## src/rtl/character_pkg.sv

```systemverilog
// Shared skin codes for the character animation controller and the skin ROM.
// Latency: none (types and constants only).
// Backpressure: none.
package character_pkg;

   localparam int SKIN_W = 3;

   // Codes match the skin ROM address map; 5..7 are unused.
   typedef enum logic [SKIN_W-1:0] {
      MICRO_IDLE  = 3'd0,
      MICRO_PREP  = 3'd1,
      MICRO_JUMP  = 3'd2,
      MICRO_LEFT  = 3'd3,
      MICRO_RIGHT = 3'd4
   } character_skin_t;

   function automatic int max3(input int a, input int b, input int c);
      int m;
      m = (a > b) ? a : b;
      return (m > c) ? m : c;
   endfunction

   function automatic logic is_side(input character_skin_t s);
      return (s == MICRO_LEFT) || (s == MICRO_RIGHT);
   endfunction

endpackage

```

## src/rtl/character_frame_timer.sv

```systemverilog
// Loadable down-counter of frames that saturates at zero; zero flags expiry.
// Latency: load/decrement visible one clk later; zero is combinational from the count.
// Backpressure: none; load wins over tick.
module character_frame_timer #(
   parameter int W = 4
) (
   input  logic         clk,
   input  logic         rst,
   input  logic         tick,
   input  logic         load,
   input  logic [W-1:0] load_val,
   output logic         zero
);

   logic [W-1:0] cnt_q;

   // Reload, or count down one step per tick without wrapping below zero.
   always_ff @(posedge clk) begin
      if (rst) begin
         cnt_q <= '0;
      end else if (load) begin
         cnt_q <= load_val;
      end else if (tick && (cnt_q != '0)) begin
         cnt_q <= cnt_q - 1'b1;
      end
   end

   assign zero = (cnt_q == '0);

endmodule

```

## src/rtl/character_anim_ctrl.sv

```systemverilog
// Picks the skin code per video frame from motion flags, with move hold, landing squash and optional walk cycle (CHAR_WALK_ANIM_EN).
// Latency: flags sampled on frame_tick, skin/skin_changed registered one clk later.
// Backpressure: none; outputs hold between frame ticks.
module character_anim_ctrl
   import character_pkg::*;
#(
   parameter int HOLD_FRAMES = 4,
   parameter int LAND_FRAMES = 6,
   parameter int WALK_FRAMES = 8
) (
   input  logic              clk,
   input  logic              rst,
   input  logic              frame_tick,
   input  logic              on_ground,
   input  logic              jump_charging,
   input  logic              move_left,
   input  logic              move_right,
   output logic [SKIN_W-1:0] skin,
   output logic              skin_changed
);

   localparam int CNT_W = $clog2(max3(HOLD_FRAMES, LAND_FRAMES, WALK_FRAMES) + 1);
   localparam logic [CNT_W-1:0] HOLD_LD = CNT_W'(HOLD_FRAMES - 1);
   localparam logic [CNT_W-1:0] LAND_LD = CNT_W'(LAND_FRAMES - 1);

   character_skin_t   state_q, state_d;
   logic [SKIN_W-1:0] skin_q, skin_d;
   logic              changed_q;
   logic              hold_load, hold_dec, hold_zero;
   logic              land_load, land_dec, land_zero;
   logic              move_vld;

   assign move_vld = move_left ^ move_right;

   character_frame_timer #(.W(CNT_W)) u_hold (
      .clk      (clk),
      .rst      (rst),
      .tick     (hold_dec),
      .load     (hold_load),
      .load_val (HOLD_LD),
      .zero     (hold_zero)
   );

   character_frame_timer #(.W(CNT_W)) u_land (
      .clk      (clk),
      .rst      (rst),
      .tick     (land_dec),
      .load     (land_load),
      .load_val (LAND_LD),
      .zero     (land_zero)
   );

   // Next pose, evaluated only on a frame tick in strict priority order.
   always_comb begin
      state_d   = state_q;
      hold_load = 1'b0;
      hold_dec  = 1'b0;
      land_load = 1'b0;
      land_dec  = 1'b0;
      if (frame_tick) begin
         if (!on_ground) begin
            state_d = MICRO_JUMP;
         end else if (state_q == MICRO_JUMP) begin
            state_d   = MICRO_PREP;
            land_load = 1'b1;
         end else if ((state_q == MICRO_PREP) && !land_zero) begin
            land_dec = 1'b1;
         end else if (jump_charging) begin
            state_d = MICRO_PREP;
         end else if (move_vld) begin
            state_d   = move_left ? MICRO_LEFT : MICRO_RIGHT;
            hold_load = 1'b1;
         end else if (is_side(state_q) && !hold_zero) begin
            hold_dec = 1'b1;
         end else begin
            state_d = MICRO_IDLE;
         end
      end
   end

`ifdef CHAR_WALK_ANIM_EN
   localparam logic [CNT_W-1:0] WALK_LD = CNT_W'(WALK_FRAMES - 1);

   logic step_q, step_d;
   logic walk_load, walk_dec, walk_zero;

   character_frame_timer #(.W(CNT_W)) u_walk (
      .clk      (clk),
      .rst      (rst),
      .tick     (walk_dec),
      .load     (walk_load),
      .load_val (WALK_LD),
      .zero     (walk_zero)
   );

   // Walk step: restart on entering a side pose, toggle while the key stays held, clear on leaving.
   always_comb begin
      step_d    = step_q;
      walk_load = 1'b0;
      walk_dec  = 1'b0;
      if (frame_tick) begin
         if (!is_side(state_d)) begin
            step_d = 1'b0;
         end else if (state_d != state_q) begin
            step_d    = 1'b0;
            walk_load = 1'b1;
         end else if (hold_load) begin
            if (walk_zero) begin
               step_d    = ~step_q;
               walk_load = 1'b1;
            end else begin
               walk_dec = 1'b1;
            end
         end
      end
      skin_d = (step_d && is_side(state_d)) ? MICRO_IDLE : state_d;
   end

   // Walk step register.
   always_ff @(posedge clk) begin
      if (rst) begin
         step_q <= 1'b0;
      end else begin
         step_q <= step_d;
      end
   end
`else
   // Side poses are shown steadily.
   always_comb begin
      skin_d = state_d;
   end
`endif

   // Pose, skin code and change pulse registers.
   always_ff @(posedge clk) begin
      if (rst) begin
         state_q   <= MICRO_IDLE;
         skin_q    <= MICRO_IDLE;
         changed_q <= 1'b0;
      end else begin
         state_q   <= state_d;
         skin_q    <= skin_d;
         changed_q <= frame_tick && (skin_d != skin_q);
      end
   end

   assign skin         = skin_q;
   assign skin_changed = changed_q;

endmodule
```

## config.mk

```make
export PLATFORM = sky130hd
export DESIGN_NAME = character_anim_ctrl
export DESIGN_NICKNAME = d
export VERILOG_FILES = /design/src/rtl/character_pkg.sv /design/src/rtl/character_frame_timer.sv /design/src/rtl/character_anim_ctrl.sv
export SDC_FILE = /design/constraint.sdc
export NUM_CORES = 1
export LEC_CHECK = 0
export ABC_CLOCK_PERIOD_IN_PS = 1700
export CAP_MARGIN = 30
export CORE_MARGIN = 1.5
export CORE_UTILIZATION = 34
export CTS_CLUSTER_SIZE = 8
export DETAILED_ROUTE_END_ITERATION = 10
export MAX_ROUTING_LAYER = met4
export PLACE_DENSITY_LB_ADDON = 0.05
export SLEW_MARGIN = 20
export SYNTH_ARGS = -nofsm -noshare
export SYNTH_HDL_FRONTEND = slang
export SYNTH_SLANG_ARGS = --single-unit
```

## constraint.sdc

```tcl
create_clock -name clk -period 1.7 [get_ports clk]
set_input_delay 0.255 -clock clk [delete_from_list [all_inputs] [get_ports clk]]
set_output_delay 0.255 -clock clk [all_outputs]
set_load 0.005 [all_outputs]
```

==> results of run 1 <==
final timing paths:
check	startpoint	endpoint	slack, ns
max	u_hold.cnt_q[0]	skin_changed	0.07
max reg2reg	u_hold.cnt_q[0]	skin_changed	0.07
min	u_hold.cnt_q[3]	u_hold.cnt_q[3]	0.51
min reg2reg	u_hold.cnt_q[3]	u_hold.cnt_q[3]	0.51
worst min-delay path, stage by stage (launching register included):
cell,delay (ns)
dfxtp_1,0.33
o21ai_0,0.07
a21oi_1,0.06
power by group through the flow:
stage | clock [uW] | sequential, uW | combinational, uW
floorplan | 0 | 304 | 81.3
global placement | 0 | 304 | 154
detailed placement | 0 | 304 | 155
CTS | 193 | 298 | 159
global route | 207 | 300 | 180
finish | 186 | 299 | 165
final cells by class:
| cell class | instances | area [sq um] |
|---|---|---|
| Fill cell | 234 | 1057 |
| Multi-Input combinational cell | 80 | 589.3 |
| Timing Repair Buffer | 33 | 276.5 |
| Sequential cell | 12 | 247.7 |
| Tap cell | 28 | 35.03 |
| Inverter | 7 | 26.28 |
| Clock buffer | 3 | 22.52 |
cell usage in the layout (no fill, tap or decap), types with 2 or more instances in the layout:
cell type,netlist,routed
clkbuf_4,0,3
or2b_1,2,2
or3b_4,1,2
nor3b_2,1,2
nand3_1,2,2
a21oi_2,0,2
o21ai_0,6,3
nand2_1,6,6
dfxtp_1,12,6
xor2_1,2,2
dfxtp_2,0,6
o21ai_1,0,3
a21oi_1,13,11
nor3_4,2,2
inv_2,0,2
nor3_1,5,5
buf_4,0,22
inv_1,7,5
clkdlybuf4s50_1,0,10
nor2_1,10,9
nand3b_1,2,2
nand2b_1,3,3
o211ai_1,3,3
state kept, by name, summed over array words and instances, names as in the netlist:
register      cells
skin_changed      1
skin              3
u_land.cnt_q      4
u_hold.cnt_q      4
metrics by stage:
stage | total power, uW | setup WS [ns] | cell area [sq um] | hold WS, ns | instances
floorplan | 385.6 | 0.09083 | 832.0 | 0.4438 | 102
global placement | 457.8 | -0.03886 | 1105 | 0.4808 | 157
detailed placement | 459.0 | -0.06153 | 1105 | 0.4820 | 157
CTS | 650.2 | 0.01717 | 1147 | 0.5033 | 161
global route | 686.1 | -0.01085 | 1197 | 0.5205 | 163
finish | 649.4 | 0.07156 | 1197 | 0.5053 | 163
repair_timing:
| item | in CTS | in global routing |
|---|---|---|
| gates resized for setup | 5 | 16 |
| pin swaps | 1 | 8 |
| setup endpoints to repair | 3 | 9 |
| cloned | 0 | 0 |
| buffers inserted | 1 | 2 |
cells in the mapped netlist, types with 2 or more instances:
master	number	area, sq um
nor3_4	2	32.53
nand3b_1	2	15.01
o21ai_0	6	30.03
xor2_1	2	17.52
o211ai_1	3	22.52
or2b_1	2	15.01
nand2_1	6	22.52
clkbuf_1	2	7.510
inv_1	7	26.28
ha_1	2	25.02
a21oi_1	13	65.06
nor3_1	5	25.02
nand3_1	2	10.01
nor2_1	10	37.54
nand2b_1	3	18.77
dfxtp_1	12	240.2
kinds of logic (layout without fill, tap and decap cells):
family,Yosys count,count (layout),synth area share [%]
DFF,12,12,28.87
AOI/OAI and AO/OA,35,35,30.68
adders and majority gates,2,2,3.007
and+or+nand+nor,40,40,29.62
buffers and inverters,10,43,4.662
xor gates and xnor gates,3,3,3.158
layer usage:
layer	part of all wire (%)	vias up	wire length [microns]	GRT usage, %
met3	3.9	2	86	2.857
met4	0.64	0	14	7.265
li1	-	441	-	-
met5	0	-	0	-
met1	49	406	1085	25.00
met2	46	21	1012	27.71
==> qor.txt, run 1 <==
run status: complete, no violations
largest net degree at the start of global routing: 11
CTS clock-pin slew for the worst setup and hold paths: 0.07 ns
total of max-cap violations: 0
FFs w/ async S/R, synth: 0%
utilization after layout: 53.11%
cells along the critical path: inv_1 > ha_1 > nor3b_2 > o311ai_1 > o221ai_1 > o2111ai_1 > nand3_1
Routed wire per std cell: 13.48 microns
grt ovf: 0
# diodes: 0
via/cell ratio: 5.337
CP Max Fanout: 5
final period demand of the worst path: 1.628 ns
Min-Delay Path Class: register to register
Fmax: 614.1 MHz
endpoints failing hold: 0
synthesized area: 832.0 sq um
Post-synth EDFFs: 0
Final ANT Viol Nets: 0
num ports: 11
post-synth cell types: 39
Reg2Reg Depth: 7
total negative slack: 0 ns
Synth Register Bits: 12
Die Wd: 52.47 microns
DP Wirelength: 1673 microns
Cells after Synth: 102
startpoint types: register
synthesized area per cell: 8.157 sq um
initial antenna violation count: 0
Post-Route WL: 2198 microns
Cell Pwr Density: 542.4 nW/um^2
Detailed Routing Iterations Pass 1: 4
Clock power frac: 28.6%
part of the cycle the worst path needs: 95.79%
clk sinks: 12
P_sw: 192.8 uW
TritonCTS clock tree: yes
hold_buf cts: 0
aggregate global-route resource usage: 18.52%
CP max stage cell: dfxtp_1
LEAKAGE: 0.0004482 uW
Slew @ Worst Pin: 0.3601 ns
kind of cell adding the most delay to the critical path: compound AO/OA/AOI/OAI gates
Critical Path AT: 1.79 ns
hold path depth: 2
share of cells above drive strength 1: 37.04%
Die Area: 2753 sq um
vias: 870
Synth Net Count: 111
CTS H-tree lvls: 1
TritonCTS Buffers: 3
clock latency on the worst-skew pair: 0.28 ns
Slew headroom: 75.89%
CP bufs+invs: 1
YS warnings: 0
# setup viols final: 0
final clock skew: 0.009389 ns
Site Rows: 17
final slew viol count: 0
DRC: 0
critical path depth: 7
vias in the first global route: 803
combinational power share: 25.4%
Root Buffer: clkbuf_4
CTS max path bufs: 2
Seq pwr share: 46.0%
worst vdd ir: 330.0 uV
Area Overhead vs Synth: 43.91%
Nets: 146
Sw Share: 29.69%
input/output buffers: 10
Power Internal: 456.6 uW
core footprint: 2255 sq um
ys flop type: dfxtp_1
Largest stage delay, worst path: 0.33 ns
first-pass GRT wire length: 3650 microns
Worst Path Required: 1.86 ns
Critical Path Sink Type: register
1st-iter DRT viols: 10
RD Place Congestion: 0.8830
sequential area share after synthesis: 28.87%
critical path class: register to register
Die Ht: 52.47 microns
initial core utilization: 36.90%
(Power assumes the default switching activity.)
==> run 2: changes to the inputs <==
--- a/config.mk
+++ b/config.mk
@@ -5,14 +5,16 @@
 export SDC_FILE = /design/constraint.sdc
 export NUM_CORES = 1
 export LEC_CHECK = 0
-export ABC_CLOCK_PERIOD_IN_PS = 1700
+export ABC_CLOCK_PERIOD_IN_PS = 1320
 export CAP_MARGIN = 30
 export CORE_MARGIN = 1.5
 export CORE_UTILIZATION = 34
 export CTS_CLUSTER_SIZE = 8
 export DETAILED_ROUTE_END_ITERATION = 10
+export DONT_BUFFER_PORTS = 1
 export MAX_ROUTING_LAYER = met4
 export PLACE_DENSITY_LB_ADDON = 0.05
+export SETUP_SLACK_MARGIN = 0.1
 export SLEW_MARGIN = 20
 export SYNTH_ARGS = -nofsm -noshare
 export SYNTH_HDL_FRONTEND = slang
==> constraint.sdc (replaced) <==
create_clock -name clk -period 1.32 [get_ports clk]
set_input_delay 0.198 -clock clk [delete_from_list [all_inputs] [get_ports clk]]
set_output_delay 0.198 -clock clk [all_outputs]
set_load 0.005 [all_outputs]
==> qor.txt, run 2 (synthesis gave the netlist of run 1 again) <==
startpoint types: register
Routed wire per std cell: 14.14 microns (+4.9%)
Site Rows: 17 (unchanged)
# fillers: 241 (+3.0%)
cells along the critical path: inv_2 > ha_4 > nor3b_4 > buf_6 > o2111ai_4 > buf_6 > nor3_4 > nand3b_1 > a21oi_1
Cell Pwr Density: 759.0 nW/um^2 (+40%)
r2r startpoint: u_land.cnt_q[0]
most frequent cells in the layout: buf_4 (15), a21oi_1 (10), nor2_1 (7)
first-pass GRT wire length: 3643 microns (-0.19%)
part of the cycle the worst path needs: 118.1% (+22 points)
Die Wd: 52.47 microns (unchanged)
core footprint: 2255 sq um (unchanged)
multi-input logic area: 645.6 sq um (+9.6%)
initial antenna violation count: 0 (unchanged)
endpoints failing hold: 9 (+9)
Fmax: 641.5 MHz (+4.5%)
CP max stage cell: dfxtp_2
Setup Slack @ Placement: -0.2645 ns (-0.2030 ns)
clk sinks: 12 (unchanged)
Critical Path Sink Type: register
Min-Delay Path Class: input port to register
1st-iter DRT viols: 19 (+9)
DP Wirelength: 1628 microns (-2.7%)
aggregate global-route resource usage: 18.63% (+0.11 points)
GRT met1 Usage: 23.39% (-1.6 points)
R2R setup slack: -0.24 ns (-0.31 ns)
DRC: 0 (unchanged)
Area Overhead vs Synth: 38.50%
GR Util met3: 5.429% (+2.6 points)
Post-Route WL: 2121 microns (-3.5%)
hold path depth: 1 (-1)
total of max-cap violations: 0 (unchanged)
RD Place Congestion: 0.7907 (-10%)
critical path class: register to register
CTS max path bufs: 2 (unchanged)
Largest stage delay, worst path: 0.33 ns (about the same)
final clock skew: 0.003391 ns (-0.005998 ns)
Reg2Reg Depth: 9 (+2)
reg2reg end: u_hold.cnt_q[2]
Detailed Routing Iterations Pass 1: 4 (unchanged)
input/output buffers: 0 (-10)
share of cells above drive strength 1: 47.54% (+11 points)
largest net degree at the start of global routing: 12 (+1)
RSZ-0062 raised after global routing: true
Most Crowded Layer GR: met2
Final ANT Viol Nets: 0 (unchanged)
Die Ht: 52.47 microns (unchanged)
clock latency on the worst-skew pair: 0.28 ns (about the same)
TritonCTS clock tree: yes
Final Worst Setup Slack: -0.2387 ns (-0.3103 ns)
grt ovf: 0 (unchanged)
vias in the first global route: 833 (+3.7%)
Critical Path AT: 1.77 ns (-0.02 ns)
Root Buffer: clkbuf_4
# diodes: 0 (unchanged)
# setup viols final: 12 (+12)
TritonCTS Buffers: 3 (unchanged)
LEAKAGE: 0.0004187 uW (-6.6%)
CTS clock-pin slew for the worst setup and hold paths: 0.09 ns (+0.02 ns)
final slew viol count: 0 (unchanged)
Most common cell on crit path: buf_6
num ports: 11 (unchanged)
failing checks: hold timing, setup timing
Nets: 132 (-9.6%)
GR Layer Usage met2: 29.17% (+1.5 points)
most common cell after layout, fill and taps aside: buf_4
CP Max Fanout: 4 (-1)
Slew headroom: 78.84% (+3.0 points)
final period demand of the worst path: 1.559 ns (-0.06971 ns)
Register Area: 251.5 sq um (+1.5%)
run status: finished, violations left
vias: 835 (-4.0%)
worst vdd ir: 656.1 uV (+99%)
Die Area: 2753 sq um (unchanged)
utilization after layout: 51.11% (-2.0 points)
Critical Path Source: u_land.cnt_q[0]
Critical Path Sink: u_hold.cnt_q[2]
Worst Path Required: 1.53 ns (-0.33 ns)
via/cell ratio: 5.567 (+4.3%)
Slew @ Worst Pin: 0.3168 ns (-0.04333 ns)
CTS H-tree lvls: 1 (unchanged)
initial core utilization: 36.90% (unchanged)
Min Hold Slack: -0.02953 ns (-0.5348 ns)
run 2: cell type report:
cell class                 instances  area share (%)
timing repair buffer              19           13.68
clock buffer                       4           3.149
inverter                           7           2.280
multi-input combinational         80           56.03
sequential                        12           21.82
tap                               28           3.040
run 2: report_power, final:
part	internal, uW	switching [uW]	leakage, uW
registers	374	9.67	0.000101
logic	90.2	92.4	0.000297
clock network	168	141	0.0000210
run 2: per-layer routing:
layer / vias up / wire length (microns)
met5: - / 0
met4: 0 / 12
met3: 2 / 94
met2: 22 / 1030
met1: 399 / 985
li1: 412 / -
run 2: worst min path at each step:
stage	start	end	slack, ns
after CTS	rst	skin[2]	-0.04
final	rst	skin[2]	-0.03
after floorplan	rst	u_hold.cnt_q[0]	0.39
after global routing	rst	skin[0]	-0.05
after global placement	rst	u_land.cnt_q[0]	0.26
after detailed placement	rst	u_land.cnt_q[0]	0.26
run 2: timing repair:
item,in CTS,in global routing
setup buffers,0,1
resized for setup,7,7
setup endpoints to repair,12,12
hold endpoints to repair,9,9
pin swaps,7,5
run 2: stage by stage:
step,power [uW],area (sq um),cells,setup TNS (ns)
finish,874.7,1152,150,-1.940
global route,917.5,1152,150,-3.135
CTS,871.8,1124,149,-2.083
detailed placement,560.5,1057,145,-2.104
global placement,560.3,1057,145,-1.872
floorplan,516.4,905.9,102,-1.216
run 2: worst max-delay path: cells and delay by family (launching register included):
family,cells,cell delay [ns]
DFF,1,0.33
AOI/OAI and AO/OA,2,0.25
adders and majority gates,1,0.13
buffers and inverters,3,0.37
and+or+nand+nor,3,0.44
==> run 3: changes to the inputs <==
--- a/config.mk
+++ b/config.mk
@@ -9,11 +9,12 @@
 export CAP_MARGIN = 30
 export CORE_MARGIN = 1.5
 export CORE_UTILIZATION = 34
+export CTS_CLUSTER_DIAMETER = 100
 export CTS_CLUSTER_SIZE = 8
 export DETAILED_ROUTE_END_ITERATION = 10
 export DONT_BUFFER_PORTS = 1
 export MAX_ROUTING_LAYER = met4
-export PLACE_DENSITY_LB_ADDON = 0.05
+export REMOVE_ABC_BUFFERS = 1
 export SETUP_SLACK_MARGIN = 0.1
 export SLEW_MARGIN = 20
 export SYNTH_ARGS = -nofsm -noshare
==> qor.txt, run 3 (synthesis gave the netlist of run 1 again) <==
Worst Path Required: 1.50 ns (-0.03 ns)
Root Buffer: clkbuf_4
Site Rows: 17 (unchanged)
clock latency on the worst-skew pair: 0.28 ns (about the same)
grt ovf: 0 (unchanged)
worst vdd ir: 392.0 uV (-40%)
total of max-cap violations: 0 (unchanged)
TritonCTS Buffers: 3 (unchanged)
part of the cycle the worst path needs: 118.6% (+0.52 points)
aggregate global-route resource usage: 17.64% (-0.99 points)
num ports: 11 (unchanged)
Min Hold Slack: -0.03651 ns (-0.006984 ns)
initial antenna violation count: 0 (unchanged)
input/output buffers: 0 (unchanged)
DRC: 0 (unchanged)
Reg2Reg Depth: 5 (-4)
initial core utilization: 36.90% (unchanged)
most frequent cells in the layout: buf_4 (18), a21oi_1 (11), dfxtp_2 (7)
endpoints failing hold: 9 (unchanged)
vias: 837 (+0.24%)
Detailed Routing Iterations Pass 1: 4 (unchanged)
Cell Pwr Density: 748.3 nW/um^2 (-1.4%)
final clock skew: 0.001541 ns (-0.001850 ns)
Critical Path AT: 1.74 ns (-0.03 ns)
WL met1: 963 microns (-2.2%)
Final Worst Setup Slack: -0.2456 ns (-0.006833 ns)
Critical Path Sink Type: register
clk sinks: 12 (unchanged)
Non-Filler Instances: 153 (+2.0%)
vias in the first global route: 800 (-4.0%)
final period demand of the worst path: 1.566 ns (+0.006833 ns)
Die Ht: 52.47 microns (unchanged)
Min-Delay Path Class: input port to register
CTS clock-pin slew for the worst setup and hold paths: 0.08 ns (about the same)
# diodes: 0 (unchanged)
final slew viol count: 0 (unchanged)
largest net degree at the start of global routing: 12 (unchanged)
dpl cell area: 982.2 sq um (-7.1%)
LEAKAGE: 0.0004373 uW (+4.4%)
met3 wire len: 95 microns (+1.1%)
TritonCTS clock tree: yes
run status: finished, violations left
Die Wd: 52.47 microns (unchanged)
startpoint types: register
failing checks: hold timing, setup timing
total power: 885.8 uW (+1.3%)
Area Overhead vs Synth: 42.26%
Die Area: 2753 sq um (unchanged)
met2 WL: 1079 microns (+4.8%)
critical path class: register to register
first-pass GRT wire length: 3470 microns (-4.7%)
placed insts: 144 (-0.69%)
Slew headroom: 72.56% (-6.3 points)
core footprint: 2255 sq um (unchanged)
# setup viols final: 12 (unchanged)
utilization after layout: 52.50% (+1.4 points)
CTS H-tree lvls: 1 (unchanged)
RSZ-0062 raised after global routing: true
Fmax: 638.7 MHz (-0.44%)
hold path depth: 1 (unchanged)
Routed wire per std cell: 14.24 microns (+0.72%)
share of cells above drive strength 1: 49.60% (+2.1 points)
1st-iter DRT viols: 17 (-2)
CP Max Fanout: 4 (unchanged)
via/cell ratio: 5.471 (-1.7%)
Final ANT Viol Nets: 0 (unchanged)
CTS max path bufs: 2 (unchanged)
DP Wirelength: 1517 microns (-6.8%)
RD Place Congestion: 0.8609 (+8.9%)
Post-Route WL: 2179 microns (+2.7%)
Final Cell Area: 1184 sq um (+2.7%)
max layer used: met4
Nets: 135 (+2.3%)
most common cell after layout, fill and taps aside: buf_4
Slew @ Worst Pin: 0.4107 ns (+0.09391 ns)
## run 3: worst max-delay path, cell delays in order (launching register included)
cell	delay, ns
dfxtp_2	0.34
or3b_4	0.45
o2111ai_4	0.29
o21ba_4	0.21
o21ai_2	0.11
a21oi_1	0.05
## run 3: final cells by class
type,instances,area (sq um)
multi-input combinational,80,656.9
timing repair buffer,22,180.2
fill,236,1071
sequential,12,249.0
clock buffer,4,36.28
inverter,7,26.28
tap,28,35.03
## run 3: power by group
part / internal [uW] / switching (uW)
logic: 94.3 / 101
registers: 375 / 9.09
clock network: 168 / 139
## run 3: through the flow
step	setup TNS (ns)	worst slack, ns	hold WS, ns
floorplan	-2.696	-0.3309	0.2671
global placement	-2.894	-0.3206	0.2704
detailed placement	-3.636	-0.3988	0.2718
CTS	-2.162	-0.2192	-0.03493
global route	-3.282	-0.3361	-0.05017
finish	-2.287	-0.2456	-0.03651
## run 3: metal layers
| metal | up-vias | track usage (%) |
|---|---|---|
| met5 | - | - |
| met4 | 0 | 5.556 |
| met3 | 5 | 6.286 |
| met2 | 19 | 28.75 |
| met1 | 393 | 20.21 |
| li1 | 420 | - |
## run 3: path summary, 6_finish.rpt
kind              startpoint  slack (ns)         endpoint
min reg2reg  u_hold.cnt_q[3]        0.54  u_hold.cnt_q[3]
max reg2reg          skin[1]       -0.25  u_hold.cnt_q[0]
min                      rst       -0.04          skin[2]
max                  skin[1]       -0.25  u_hold.cnt_q[0]
## run 3: timing repair
| item | in CTS | in global routing |
|---|---|---|
| endpoints found under the setup margin | 12 | 12 |
| resized for setup | 33 | 8 |
| hold endpoints to repair | 9 | 9 |
| pin swaps | 20 | 12 |
| setup buffers | 4 | 2 |
